<file path="src/rtl/wb_arbiter_pkg.sv">
// ---------------------------------------------------------------------------
// wb_arbiter_pkg
// Shared types, constants and the arbitration decision used by the dual
// master Wishbone arbiter.
//   arb_state_t : bus ownership state (IDLE, GNT0, GNT1)
//   PRIO_RR     : round-robin arbitration between the two masters
//   PRIO_FIXED  : fixed priority, master 1 always wins a tie
//   next_grant  : picks the owner for a given pair of requests
// ---------------------------------------------------------------------------
package wb_arbiter_pkg;

    typedef enum logic [1:0] {
        IDLE = 2'd0,
        GNT0 = 2'd1,
        GNT1 = 2'd2
    } arb_state_t;

    localparam int PRIO_RR    = 0;
    localparam int PRIO_FIXED = 1;

    // last_grant: 0 = m0 owned the bus last, 1 = m1 owned it last.
    // Returns IDLE when nobody is requesting.
    function automatic arb_state_t next_grant(
        input logic req0,
        input logic req1,
        input logic last_grant,
        input int   mode
    );
        arb_state_t result;
        result = IDLE;
        if (req0 && req1) begin
            if (mode == PRIO_FIXED) begin
                result = GNT1;
            end else begin
                // Round-robin: the master that did not own the bus last wins.
                result = last_grant ? GNT0 : GNT1;
            end
        end else if (req0) begin
            result = GNT0;
        end else if (req1) begin
            result = GNT1;
        end
        return result;
    endfunction

endpackage

</file>
<file path="src/rtl/wb_timeout_counter.sv">
// ---------------------------------------------------------------------------
// wb_timeout_counter
// Counts stalled bus cycles and flags when the limit is reached.
//   clk       : clock, all updates on rising edge
//   reset     : synchronous active-high reset, clears the count
//   i_enable  : one stalled cycle (strobe high, no ack) to count
//   i_clear   : restart the count (ack, termination, ownership change)
//   o_expired : count equals TIMEOUT_CYCLES; constant 0 when TIMEOUT_CYCLES = 0
// ---------------------------------------------------------------------------
module wb_timeout_counter #(
    parameter int TIMEOUT_CYCLES = 255
) (
    input  logic clk,
    input  logic reset,
    input  logic i_enable,
    input  logic i_clear,
    output logic o_expired
);

    generate
        if (TIMEOUT_CYCLES == 0) begin : g_disabled
            // Watchdog switched off: inputs intentionally ignored.
            logic w_unused_inputs;
            assign w_unused_inputs = &{1'b0, clk, reset, i_enable, i_clear};
            assign o_expired = 1'b0;
        end else begin : g_enabled
            localparam int CW = $clog2(TIMEOUT_CYCLES + 1);

            logic [CW-1:0] r_count;

            always_ff @(posedge clk) begin
                if (reset || i_clear) begin
                    r_count <= '0;
                end else if (i_enable) begin
                    r_count <= r_count + CW'(1);
                end
            end

            // Once expired the top forces the strobe low, so enable drops and
            // the count never runs past the limit.
            assign o_expired = (r_count == CW'(TIMEOUT_CYCLES));
        end
    endgenerate

endmodule

</file>
<file path="src/rtl/wb_dual_master_arbiter.sv">
// ---------------------------------------------------------------------------
// wb_dual_master_arbiter
// Shares one Wishbone-style slave between m0 (instruction fetch) and m1
// (data access). Ownership is re-arbitrated at every transfer termination so
// masters holding cyc high permanently still share the bus. A watchdog ends
// stalled transfers with a one-cycle err pulse.
//   clk, reset           : clock and synchronous active-high reset
//   mN_cyc/stb/we        : master N transaction controls
//   mN_wstrb/addr/data_i : master N byte strobes, address, write data
//   mN_data_o            : read data to master N (0 unless it owns the bus)
//   mN_ack, mN_err       : master N termination
//   s_*                  : shared slave bus, driven by the current owner
//   s_data_i, s_ack      : slave read data and acknowledge
//   grant                : registered one-hot owner (bit0 m0, bit1 m1)
// ---------------------------------------------------------------------------
module wb_dual_master_arbiter
    import wb_arbiter_pkg::*;
#(
    parameter int ADDR_WIDTH     = 32,
    parameter int DATA_WIDTH     = 32,
    parameter int PRIORITY_MODE  = 0,
    parameter int TIMEOUT_CYCLES = 255
) (
    input  logic                    clk,
    input  logic                    reset,

    input  logic                    m0_cyc,
    input  logic                    m0_stb,
    input  logic                    m0_we,
    input  logic [DATA_WIDTH/8-1:0] m0_wstrb,
    input  logic [ADDR_WIDTH-1:0]   m0_addr,
    input  logic [DATA_WIDTH-1:0]   m0_data_i,
    output logic [DATA_WIDTH-1:0]   m0_data_o,
    output logic                    m0_ack,
    output logic                    m0_err,

    input  logic                    m1_cyc,
    input  logic                    m1_stb,
    input  logic                    m1_we,
    input  logic [DATA_WIDTH/8-1:0] m1_wstrb,
    input  logic [ADDR_WIDTH-1:0]   m1_addr,
    input  logic [DATA_WIDTH-1:0]   m1_data_i,
    output logic [DATA_WIDTH-1:0]   m1_data_o,
    output logic                    m1_ack,
    output logic                    m1_err,

    output logic                    s_cyc,
    output logic                    s_stb,
    output logic                    s_we,
    output logic [DATA_WIDTH/8-1:0] s_wstrb,
    output logic [ADDR_WIDTH-1:0]   s_addr,
    output logic [DATA_WIDTH-1:0]   s_data_o,
    input  logic [DATA_WIDTH-1:0]   s_data_i,
    input  logic                    s_ack,

    output logic [1:0]              grant
);

    arb_state_t r_state;
    arb_state_t w_state_next;
    logic       r_last_grant;
    logic       w_last_grant_next;

    logic w_req0;
    logic w_req1;
    logic w_expired;
    logic w_term;
    logic w_wd_enable;
    logic w_wd_clear;

    assign w_req0 = m0_cyc & m0_stb;
    assign w_req1 = m1_cyc & m1_stb;

    // A transfer ends on a slave ack or on a watchdog expiry; only meaningful
    // while a master owns the bus.
    assign w_term = s_ack | w_expired;

    always_ff @(posedge clk) begin
        if (reset) begin
            r_state      <= IDLE;
            r_last_grant <= 1'b1;   // m0 wins the first tie
        end else begin
            r_state      <= w_state_next;
            r_last_grant <= w_last_grant_next;
        end
    end

    always_comb begin
        w_state_next      = r_state;
        w_last_grant_next = r_last_grant;

        s_cyc     = 1'b0;
        s_stb     = 1'b0;
        s_we      = 1'b0;
        s_wstrb   = '0;
        s_addr    = '0;
        s_data_o  = '0;
        m0_data_o = '0;
        m0_ack    = 1'b0;
        m0_err    = 1'b0;
        m1_data_o = '0;
        m1_ack    = 1'b0;
        m1_err    = 1'b0;
        grant     = 2'b00;

        case (r_state)
            IDLE: begin
                w_state_next = next_grant(w_req0, w_req1, r_last_grant, PRIORITY_MODE);
            end

            GNT0: begin
                grant     = 2'b01;
                s_cyc     = m0_cyc;
                s_stb     = m0_stb & ~w_expired;
                s_we      = m0_we;
                s_wstrb   = m0_wstrb;
                s_addr    = m0_addr;
                s_data_o  = m0_data_i;
                m0_data_o = s_data_i;
                m0_ack    = s_ack;
                m0_err    = w_expired;

                if (!m0_cyc) begin
                    w_state_next      = w_req1 ? GNT1 : IDLE;
                    w_last_grant_next = 1'b0;
                end else if (w_term &&
                             (next_grant(w_req0, w_req1, 1'b0, PRIORITY_MODE) == GNT1)) begin
                    // Arbitrate as if m0 just finished; stay put otherwise.
                    w_state_next      = GNT1;
                    w_last_grant_next = 1'b0;
                end
            end

            GNT1: begin
                grant     = 2'b10;
                s_cyc     = m1_cyc;
                s_stb     = m1_stb & ~w_expired;
                s_we      = m1_we;
                s_wstrb   = m1_wstrb;
                s_addr    = m1_addr;
                s_data_o  = m1_data_i;
                m1_data_o = s_data_i;
                m1_ack    = s_ack;
                m1_err    = w_expired;

                if (!m1_cyc) begin
                    w_state_next      = w_req0 ? GNT0 : IDLE;
                    w_last_grant_next = 1'b1;
                end else if (w_term &&
                             (next_grant(w_req0, w_req1, 1'b1, PRIORITY_MODE) == GNT0)) begin
                    w_state_next      = GNT0;
                    w_last_grant_next = 1'b1;
                end
            end

            default: begin
                w_state_next = IDLE;
            end
        endcase
    end

    // Count only genuine stalls of the owning master; any termination or
    // ownership change restarts the watchdog.
    assign w_wd_enable = (r_state != IDLE) & s_stb & ~s_ack;
    assign w_wd_clear  = s_ack | w_expired | (w_state_next != r_state);

    wb_timeout_counter #(
        .TIMEOUT_CYCLES (TIMEOUT_CYCLES)
    ) u_timeout (
        .clk       (clk),
        .reset     (reset),
        .i_enable  (w_wd_enable),
        .i_clear   (w_wd_clear),
        .o_expired (w_expired)
    );

endmodule

</file>
<file path="config.mk">
export PLATFORM = sky130hd
export DESIGN_NAME = wb_dual_master_arbiter
export DESIGN_NICKNAME = d
export VERILOG_FILES = /design/src/rtl/wb_arbiter_pkg.sv /design/src/rtl/wb_timeout_counter.sv /design/src/rtl/wb_dual_master_arbiter.sv
export SDC_FILE = /design/constraint.sdc
export NUM_CORES = 1
export LEC_CHECK = 0
export CAP_MARGIN = 20
export CELL_PAD_IN_SITES_DETAIL_PLACEMENT = 1
export CELL_PAD_IN_SITES_GLOBAL_PLACEMENT = 1
export CORE_ASPECT_RATIO = 2
export CORE_MARGIN = 2
export CORE_UTILIZATION = 15
export CTS_BUF_LIST = sky130_fd_sc_hd__clkbuf_2
export DETAILED_ROUTE_END_ITERATION = 10
export PLACE_DENSITY_LB_ADDON = 0.1
export SYNTH_ARGS = -nofsm -noshare
export SYNTH_HDL_FRONTEND = slang
export SYNTH_SLANG_ARGS = --single-unit
</file>
<file path="constraint.sdc">
create_clock -name clk -period 4.2 [get_ports clk]
set_input_delay 1.26 -clock clk [delete_from_list [all_inputs] [get_ports clk]]
set_output_delay 1.26 -clock clk [all_outputs]
set_load 0.01 [all_outputs]
</file>
Word level (Yosys, flattened, before mapping). Cells that the tools add are included.

Register bits: 11. Bits in latches: 0. Bits in writable memories: 0. Memory bits (read-only): 0. Bits of input ports: 177. Output and inout bits: 141. Logic and storage cells: 64. Memories: 0.

Add/subtract/negate cells: 1. Multipliers: 0. Div/mod/pow operators: 0. Magnitude comparators: 0. Eq/ne operators: 8. Shift-type cells: 0. Mux-type cells: 34. Bitwise operators: 10. Reductions and logical operators: 8.

Operators with widths (number): case mux 32 bit (2 select lines) (2); two-way mux 32 bit (2); two-way mux 2 bit (14); two-way mux 1 bit (9); adder 8 x 1 -> 8 bit, second input constant (1); equality test 8 bit, second input constant (1); case mux 1 bit (2 select lines) (4); case mux 4 bit (2 select lines) (1); bitwise AND 1 bit (6); inequality test 3 bit, second input constant (2); case mux 2 bit (3 select lines) (1); equality test 2 x 1 -> 1 bit, second input constant (2); equality test 2 bit, second input constant (2); case mux 2 bit (2 select lines) (1); nonzero test 2 bit (2); logical AND 1 bit (3); AND reduction 3 bit (1); logical NOT 2 bit (1); inequality test 2 bit (1); inverter 1 bit (2); OR 1 bit (2); logical OR 1 bit (1).

Logic depth before layout (Yosys ltp).
Word-level depth: 14. Depth in mapped cells: 8. Gate-level depth less buffers: 7.

Cells and area by module. From an unflattened synthesis, not the netlist that was laid out.

Cells, all modules: 321. Area total of the unflattened synthesis: 2212.1 µm².

Modules (own cells, without submodules): wb_dual_master_arbiter (instances 1, cells an instance 281, area an instance 1856.8 µm², seq. area each 60.1 µm²); wb_timeout_counter (instances 1, cells an instance 40, area an instance 355.3 µm², seq. area each 160.2 µm²).

Worst setup path before layout. Ideal clock, no wire load.

Kind: reg-to-output. Start point: register r_state[1]. End point: output port s_data_o[15]. Data arrival time: 1.750 ns. Required time: 2.940 ns. Setup slack: 1.190 ns. Stages on the path, launching flop included: 8. Path buffers: 3. Path through: dfxtp_1 > inv_1 > ha_1 > clkbuf_1 > clkbuf_1 > buf_1 > a22oi_1 > nor2_1.

Longest elaborated chain between the ends: 2. Elaborated cells between the ends (all ways): 3. Those cells by class: eq/ne: 2; mux: 1.

RTL lines: start: declaration (RTL line wb_dual_master_arbiter.sv:59) `arb_state_t r_state;`; start signal: assignment (RTL line wb_dual_master_arbiter.sv:83) `r_state <= w_state_next;`; equality test 2 bit or equality test 2 x 1 -> 1 bit (tied branches) (RTL line wb_dual_master_arbiter.sv:106) `case (r_state)`; case mux 32 bit (2 select lines) * (RTL line wb_dual_master_arbiter.sv:106); end: declaration (RTL line wb_dual_master_arbiter.sv:52) `output logic [DATA_WIDTH-1:0] s_data_o,`.

Mark *: on every way between the ends. The rest lies on a longest branch, timed or not.

Worst setup path after layout.
Start point: input port m1_stb. End point: output port s_stb.

Longest elaborated chain between the ends: 2.

RTL lines: start: declaration (RTL line wb_dual_master_arbiter.sv:38) `input logic m1_stb,`; bitwise AND 1 bit (RTL line wb_dual_master_arbiter.sv:137) `s_stb = m1_stb & ~w_expired;`; case mux 1 bit (2 select lines) (RTL line wb_dual_master_arbiter.sv:106); end: declaration (RTL line wb_dual_master_arbiter.sv:48) `output logic s_stb,`.

No other way between the ends.

==> results.sh <==
export IMPL_postCtsHoldBufs=0
export IMPL_grt_use_met3=0.0243
export IMPL_grt_setup_unrepaired="no"
export IMPL_timing_setup_tns_ns=0
export IMPL_layout_area_seq_um2=220
export IMPL_fin_ws_ns=0.193
export IMPL_r2r_end="u_timeout.g_enabled.r_count[4]$_SDFFE_PP0P_"
export IMPL_final_nets=811
export IMPL_synth_avg_cell_area_um2=6.45
export IMPL_drc_errors=0
export IMPL_route_vias_total=3699
export IMPL_areaGrowthSynthToFinish_pct=161
export IMPL_dp_hpwl_mm=12.8
export IMPL_routed_wl_mm=15.4
export IMPL_worstHoldStart="u_timeout.g_enabled.r_count[4]$_SDFFE_PP0P_"
export IMPL_io_buffers=317
export IMPL_clock_sinks=11
export IMPL_vias_per_cell=4.53
export IMPL_yosysWarnings=0
export IMPL_core_rowCount=61
export IMPL_gp_congestion=0.791
export IMPL_cts_tree="built"
export IMPL_worstPathRequired_ns=2.94
export IMPL_synthArstFlopShare=0
export IMPL_fin_skew_ns=0.0164
export IMPL_dieArea_mm2=0.0153
export IMPL_pwr_share_seq=0.186
export IMPL_synth_top_area_share=0.243
export IMPL_worst_path_max_fanout=4
export IMPL_path_cells="clkdlybuf4s50_1 > mux2i_1 > a211oi_1 > clkdlybuf4s50_1"
export IMPL_p_sw_mw=0.202
export IMPL_yosysTopAreaCell="a22oi_1"
export IMPL_grt_pass1_vias=3881
export IMPL_insertion_delay_ns=0.26
export IMPL_post_synth_num_cell_types=42
export IMPL_io_pins=318
export IMPL_reg2reg_from="r_state[0]$_SDFF_PP0_"
export IMPL_synth_flop_cell="dfxtp_1"
export IMPL_drtPass1Iterations=4
export IMPL_cts_made_buffers=3
export IMPL_path_common_cell="clkdlybuf4s50_1"
export IMPL_start_util=0.154
export IMPL_end_kind="output port"
export IMPL_clk_pin_slew_ns=0.11
export IMPL_critPathSlowestCell="clkdlybuf4s50_1"
export IMPL_top_usage_layer="met2"
export IMPL_globalRoute_totalOverflow=0
export IMPL_yosys_register_bits=11
export IMPL_synth_edf_count=0
export IMPL_slowest_delay_ns=0.58
export IMPL_timing_fmax_ghz=0.250
export IMPL_pwr_share_clk=0.107
export IMPL_min_period_ns=4.01
export IMPL_grt_pass1_wl_mm=22.8
export IMPL_yosysSeqAreaShare=0.103
export IMPL_syn_instance_count=331
export IMPL_fp_coreArea_mm2=0.0139
export IMPL_crit_family="buffers and inverters"
export IMPL_drv_slew=0
export IMPL_cts_root_buffer="clkbuf_2"
export IMPL_p_comb_frac=0.707
export IMPL_slew_headroom=0.641
export IMPL_swShare=0.343
export IMPL_multi_input_area_mm2=0.00178
export IMPL_die_x_um=88.4
export IMPL_cts_resized=0
export IMPL_setup_viol=0
export IMPL_worst_ir_drop_vdd_mv=0.179
export IMPL_hold_viol_final=0
export IMPL_drive_gt1_frac=0.0430
export IMPL_mappedNetlistNets=513
export IMPL_utilization=0.401
export IMPL_reg2reg_depth=7
export IMPL_outcome="completed"
export IMPL_avgRoutedWirePerCell_um=18.9
export IMPL_synth_area_leaders="a22oi_1, and2_1, nor2_1"
export IMPL_n_antenna_cell=0
export IMPL_use_met1=0.201
export IMPL_hold_depth=2
export IMPL_fin_crit_sh=0.954
export IMPL_clockBufferDepth=2
export IMPL_whs_endpoint="u_timeout.g_enabled.r_count[4]$_SDFFE_PP0P_"
export IMPL_synth_area_mm2=0.00214
export IMPL_intPower_mw=0.386
export IMPL_fillers=1678
export IMPL_hp_class="reg2reg"
export IMPL_die_y_um=173
export IMPL_crit_buf_inv=2
export IMPL_leakagePower_nw=1.88
export IMPL_r2r_setup_slack_ns=1.75
export IMPL_tightest_slew_ns=0.539
export IMPL_grt_max_degree=45
export IMPL_antenna_left=0
export IMPL_antenna_found_initial=0
export IMPL_place_ws_ns=0.194
export IMPL_pwr_density_cell_mw_per_mm2=106
export IMPL_cts_max_level=1
export IMPL_crit_arrival_ns=2.75
export IMPL_cts_setup_buffers=0
export IMPL_drt_iter0_markers=82
export IMPL_critPathLaunchType="primary input"
export IMPL_met2_usage=0.384
export IMPL_grt_usage=0.190
export IMPL_critPathKind="in2out"
export IMPL_cap_violations=0
[placed cells by master, fill, tap and decap left out, types with 4 or more instances in the layout]
cell / n
clkbuf_2: 4
a21oi_1: 4
nand2_1: 6
nor2_1: 70
and3_1: 5
dfxtp_1: 11
and2_1: 67
nor3_1: 8
clkdlybuf4s50_1: 317
buf_4: 8
xor2_1: 7
a22oi_1: 69
nand3_1: 4
[how the worst max path moves through the flow]
stage                     startpoint           end  slack, ns  cells after the start
6_report                      m1_stb         s_stb       0.19                      4
5_1_grt                       m1_stb         s_stb       0.11                      4
4_1_cts                       m1_stb         s_stb       0.17                      4
3_5_place_dp                  m1_stb         s_stb       0.19                      4
3_3_place_gp                  m1_stb         s_stb       0.16                      4
2_1_floorplan  r_state[1]$_SDFF_PP0_  s_data_o[15]       1.19                      7
[cell usage after synthesis, types with 2 or more instances]
| cell | n |
|---|---|
| dfxtp_1 | 11 |
| a22oi_1 | 69 |
| nand3_1 | 4 |
| nor2_1 | 70 |
| xor2_1 | 7 |
| a211oi_1 | 2 |
| and3_2 | 2 |
| and4_1 | 3 |
| clkbuf_1 | 24 |
| o21a_1 | 2 |
| buf_2 | 3 |
| and2_1 | 67 |
| nand2_1 | 6 |
| nand4_1 | 3 |
| a31oi_1 | 2 |
| a21oi_1 | 4 |
| buf_1 | 6 |
| nor3_1 | 8 |
| ha_1 | 5 |
| mux2i_1 | 2 |
| o211ai_1 | 2 |
| o21ai_0 | 3 |
| and3_1 | 5 |
| inv_1 | 3 |
[cells by family (layout without fill, tap and decap cells)]
logic type,after synthesis,in the layout,share of synthesized area
simple gates,175,175,0.431
compound gates,92,92,0.323
buf+inv,39,336,0.0756
flops,11,11,0.103
xor+xnor,7,7,0.0287
fa+ha+maj,5,5,0.0293
mux,2,2,0.00937
[registers in the layout, summed over array words and instances (netlist names)]
register and flops:
u_timeout.g_enabled.r_count 8, r_state 2, r_last_grant 1
[routing by layer]
metal	wire length [um]	vias up
li1	-	1778
met3	941	12
met2	8870	150
met1	5410	1759
met5	0	-
met4	197	0
[power groups by stage]
| stage | registers, mW | logic (mW) | clock network [mW] |
|---|---|---|---|
| finish | 0.109 | 0.416 | 0.0629 |
| global route | 0.110 | 0.448 | 0.0691 |
| CTS | 0.109 | 0.421 | 0.0659 |
| detailed placement | 0.112 | 0.419 | 0 |
| global placement | 0.111 | 0.411 | 0 |
| floorplan | 0.110 | 0.132 | 0 |
[final cells by class]
class | instances | share of cell area
repair buffers | 328 | 0.592
multi-input cells | 281 | 0.320
well taps | 189 | 0.0425
flip-flops and latches | 11 | 0.0396
clock buffers | 4 | 0.00360
inverters | 4 | 0.00270
[metrics by stage]
stage	std cells	hold slack, ns	total power, mW	cell area [um^2]
after CTS	817	0.587	0.596	5560
after detailed placement	813	0.565	0.531	5540
after global placement	813	0.544	0.522	5540
after floorplan	331	0.520	0.242	2140
final	817	0.587	0.588	5560
after global routing	817	0.616	0.626	5560
[tightest hold or removal path, cell delays in order, from the launching register on]
cell	delay, ns
dfxtp_1	0.35
xor2_1	0.15
nor3_1	0.05
No activity file was read; power rests on OpenSTA's default activity.
==> edit 1, RTL diff (config.mk and constraints unchanged) <==
`PRIORITY_MODE`: 0 -> 1.
--- a/src/rtl/wb_dual_master_arbiter.sv
+++ b/src/rtl/wb_dual_master_arbiter.sv
@@ -19,5 +19,5 @@
     parameter int ADDR_WIDTH     = 32,
     parameter int DATA_WIDTH     = 32,
-    parameter int PRIORITY_MODE  = 0,
+    parameter int PRIORITY_MODE  = 1,
     parameter int TIMEOUT_CYCLES = 255
 ) (
Function: changed (Yosys sat finds a counterexample within 4 cycles, from zero or initial values and one cycle with reset high).
==> edit 1 against the original RTL <==
Sequential cell count fell by 1. Largest power group unchanged. First-iteration DRC count rose by 20%. Critical path type unchanged. Count of clock-buffer cells in the layout shrank 1. Worst setup slack improved by 0.056 ns. Area after synthesis up 6.1%. Routed wire length increased by 9.5%. Worst hold slack lost 0.025 ns. Total power down 3.5%. Final area is 3.0% higher.
==> edit 1: results (changes against the original RTL) <==
- Status: finished, final reports clean
- Setup slack after placement: 0.251 ns (+0.0569 ns)
- Met2 WL post-DR: 9.28 mm (+4.5%)
- Worst path arrival time: 2.69 ns (-0.06 ns)
- Met3 routed WL: 1.34 mm (+43%)
- Post-synth top cells: a22oi_1 (69), nor2b_1 (69), and2_1 (67)
- GR Util met1: 0.202 (+0.00149)
- Synth cell types: 39 (-7.1%)
- Clk pwr: 0.0000554 W (-12%)
- Detailed-route via count: 3698 (-0.027%)
- Clock skew: 0.0142 ns (-0.00213 ns)
- Met3 usage: 0.0603 (+0.0360)
- First-pass GRT wire length: 24.6 mm (+7.9%)
- Sw Ratio: 0.332 (-0.0107)
- Max_slew headroom: 0.583 (-0.0575)
- P_leak: 1.83 nW (-2.5%)
- Pwr Density: 98.9 mW/mm2 (-6.3%)
- Mapped Nets: 509 (-0.78%)
- Fill cell count: 1819 (+8.4%)
- Gpl congestion: 0.864 (+9.3%)
- Biggest registers after layout: u_timeout.g_enabled.r_count: 8 flops, r_state: 2 flops
- Sequential share of the synthesized area: 0.0883 (-0.0148)
- Post-DP HPWL: 14.3 mm (+12%)
- Met2 global-route usage: 0.384 (-0.000692)
- Largest net degree at the start of global routing: 68 (+51%)
- Main area contributors after synthesis: a22oi_1 (23%), nor2b_1 (19%), and2_1 (18%)
- WL per Instance: 20.5 um (+8.6%)
- Worst VDD drop: 0.0000382 V (-79%)
edit 1: changes by cell type after synthesis, sizes merged, moves of 4 or more:
cell / before / now
and4: 4 / 0
and3: 7 / 0
buf: 11 / 6
nor4: 1 / 11
xor2: 7 / 0
nor2: 70 / 6
nor2b: 0 / 69
xnor2: 0 / 7
edit 1: layout make-up:
| type | instances | area, um2 | share of cell area |
|---|---|---|---|
| clock buffer | 3 | 15.0 | 0.00262 |
| multi-input combinational | 280 | 1950 | 0.340 |
| inverter | 6 | 22.5 | 0.00393 |
| antenna | 1 | 2.50 | 0.000437 |
| sequential | 10 | 200 | 0.0349 |
| clock inverter | 1 | 3.75 | 0.000655 |
| tap | 195 | 244 | 0.0426 |
| timing repair buffer | 328 | 3290 | 0.575 |
edit 1: final timing paths:
check                                                     from  slack [ns]  cells past startpoint                        endpoint
worst max-delay path                                    m0_stb        0.25                      5                           s_stb
worst min-delay path            u_timeout.g_enabled.r_count[1]        0.56                      2  u_timeout.g_enabled.r_count[1]
worst max register to register                      r_state[0]        1.92                      7  u_timeout.g_enabled.r_count[7]
worst min register to register  u_timeout.g_enabled.r_count[1]        0.56                      2  u_timeout.g_enabled.r_count[1]
edit 1: kinds of logic (layout without fill, tap and decap cells):
group	count (synthesis)	count (layout)	synth area share
buffers and inverters	37	338	0.0635
DFF	10	10	0.0883
AOI/OAI and AO/OA	88	88	0.298
adders and majority gates	5	5	0.0276
muxes	2	2	0.0110
xor gates and xnor gates	7	7	0.0271
and+or+nand+nor	178	178	0.485
other	0	1	0
edit 1: critical path, stage by stage:
cell and delay [ns]:
clkdlybuf4s50_1 0.53, mux2_4 0.19, nand2_4 0.08, nor2_1 0.10
clkdlybuf4s50_1 0.54
==> edit 2, RTL diff (same flow settings) <==
Without the edit above. Reset style: asynchronous (`reset`), changed in one clocked block. Comments in the files are not updated.
--- a/src/rtl/wb_dual_master_arbiter.sv
+++ b/src/rtl/wb_dual_master_arbiter.sv
@@ -76,5 +76,5 @@
     assign w_term = s_ack | w_expired;
 
-    always_ff @(posedge clk) begin
+    always_ff @(posedge clk or posedge reset) begin
         if (reset) begin
             r_state      <= IDLE;
Formal check against the unedited RTL: differs if reset is asserted again (counterexample within 4 cycles, from zero or initial values and one cycle with reset high); with reset held inactive, the same outputs for 10 cycles.
==> edit 2 against the original RTL <==
Routed wire length increased by 2.0%. Sequential cell count stayed put. Sequential share of layout area increased by 0.31 points. Synthesized cell count down 0.60%. Final cell count down 0.24%. Final area decreased by 0.34%. Core utilization down 0.14 points. Worst setup slack better by 0.048 ns. Area after synthesis grew 0.12%.
Power is not compared: it rests on default switching activity, and its combinational part moved more than twofold at a synthesized area within 25%.
==> edit 2: results (changes against the original RTL) <==
- Status: finished, final reports clean
- Largest net degree at the start of global routing: 59 (+31%)
- Fill cell count: 1703 (+1.5%)
- Synth cell types: 44 (+4.8%)
- CTS root buffer: clkbuf_2
- Async SR Flop Fraction: 0.273 (+0.273)
- Hold path start: r_last_grant
- Gpl congestion: 0.827 (+4.6%)
- Multiplexer share of the synthesized area: 0.0158 (+0.00643)
- Main area contributors after synthesis: a22oi_1 (24%), and2_1 (19%), nor2_1 (12%)
- First DRT Iteration DRCs: 117 (+43%)
- Vias in the first global route: 3951 (+1.8%)
- Fin nets: 807 (-0.49%)
- Internal: 0.000756 W
- Sequential share of the synthesized area: 0.111 (+0.00749)
- Synth Area in Adders: 0.0293 (-0.0000343)
- Synth Area in Compound Gates: 0.318 (-0.00506)
- Post-Synth XOR/XNOR Area: 0.0246 (-0.00413)
- Worst setup path startpoint: m0_stb
- Post-synth top cells: nor2_1 (70), a22oi_1 (69), and2_1 (66)
- Placed Area: 0.00552 mm2 (-0.43%)
- Clock Pin Slew Worst Setup and Hold Paths: 0.10 ns
- Initial antenna violation count: 2 (+2)
- Origin of the critical flop-to-flop path: r_state[0]
- Worst path arrival time: 2.70 ns (-0.05 ns)
- Max_slew headroom: 0.620 (-0.0200)
- Overall Global Routing Usage: 0.200 (+0.0105)
- Clock skew: 0.00165 ns (-0.0147 ns)
- Mapped Nets: 511 (-0.39%)
- First-pass GRT wire length: 23.6 mm (+3.5%)
- Skew-Pair Late Insertion Delay: 0.24 ns (-0.02 ns)
- Detailed-route via count: 3629 (-1.9%)
- Sequential cell area: 236 um2 (+7.4%)
- Share of layout cells above drive strength 1: 0.0417 (-0.00133)
- Final WL: 15.7 mm (+2.0%)
- Most used DFF post-synth: dfxtp_1
- Post-DP HPWL: 13.2 mm (+3.8%)
edit 2: power groups by stage:
| stage | Combinational, W | Clock [W] | Sequential [W] |
|---|---|---|---|
| after global placement | 0.00119 | 0 | 0.000132 |
| after detailed placement | 0.00120 | 0 | 0.000133 |
| after floorplan | 0.000527 | 0 | 0.000127 |
| final | 0.00119 | 0.0000583 | 0.000131 |
| after global routing | 0.00129 | 0.0000679 | 0.000133 |
| after CTS | 0.00121 | 0.0000644 | 0.000131 |
edit 2: cell type report:
type	count	area share
inverters	6	0.00406
flip-flops and latches	11	0.0426
repair buffers	325	0.590
well taps	189	0.0426
diodes	2	0.000903
clock buffers	4	0.00361
multi-input cells	278	0.316
edit 2: cell families after synthesis:
kind of cell | after synthesis
and+or+nand+nor | 173
AOI/OAI and AO/OA | 91
buffers and inverters | 40
DFF | 11
xor gates and xnor gates | 6
adders and majority gates | 5
muxes | 3
edit 2: final timing paths:
check	end	slack [ns]	cells past startpoint
worst min-delay path	r_last_grant	0.51	2
worst max-delay path	s_stb	0.24	4
worst min register to register	r_last_grant	0.51	2
max in group asynchronous	r_last_grant	2.77	2
worst max register to register	u_timeout.g_enabled.r_count[7]	1.65	7
min in group asynchronous	r_state[0]	1.21	2
edit 2: critical path: stages:
cell,delay [ns]
clkdlybuf4s50_1,0.52
mux2i_1,0.11
a211oi_1,0.23
clkdlybuf4s50_1,0.57
edit 2: per-layer routing:
metal | wire length, um | GRT usage
met5 | 0 | 0
met4 | 364 | 0.0524
met3 | 1530 | 0.0802
met2 | 8700 | 0.374
met1 | 5130 | 0.197
edit 2: stage by stage:
stage | worst slack, ns | std cells
global route | 0.172 | 815
finish | 0.240 | 815
floorplan | 1.16 | 329
global placement | 0.251 | 809
CTS | 0.242 | 813
detailed placement | 0.248 | 809
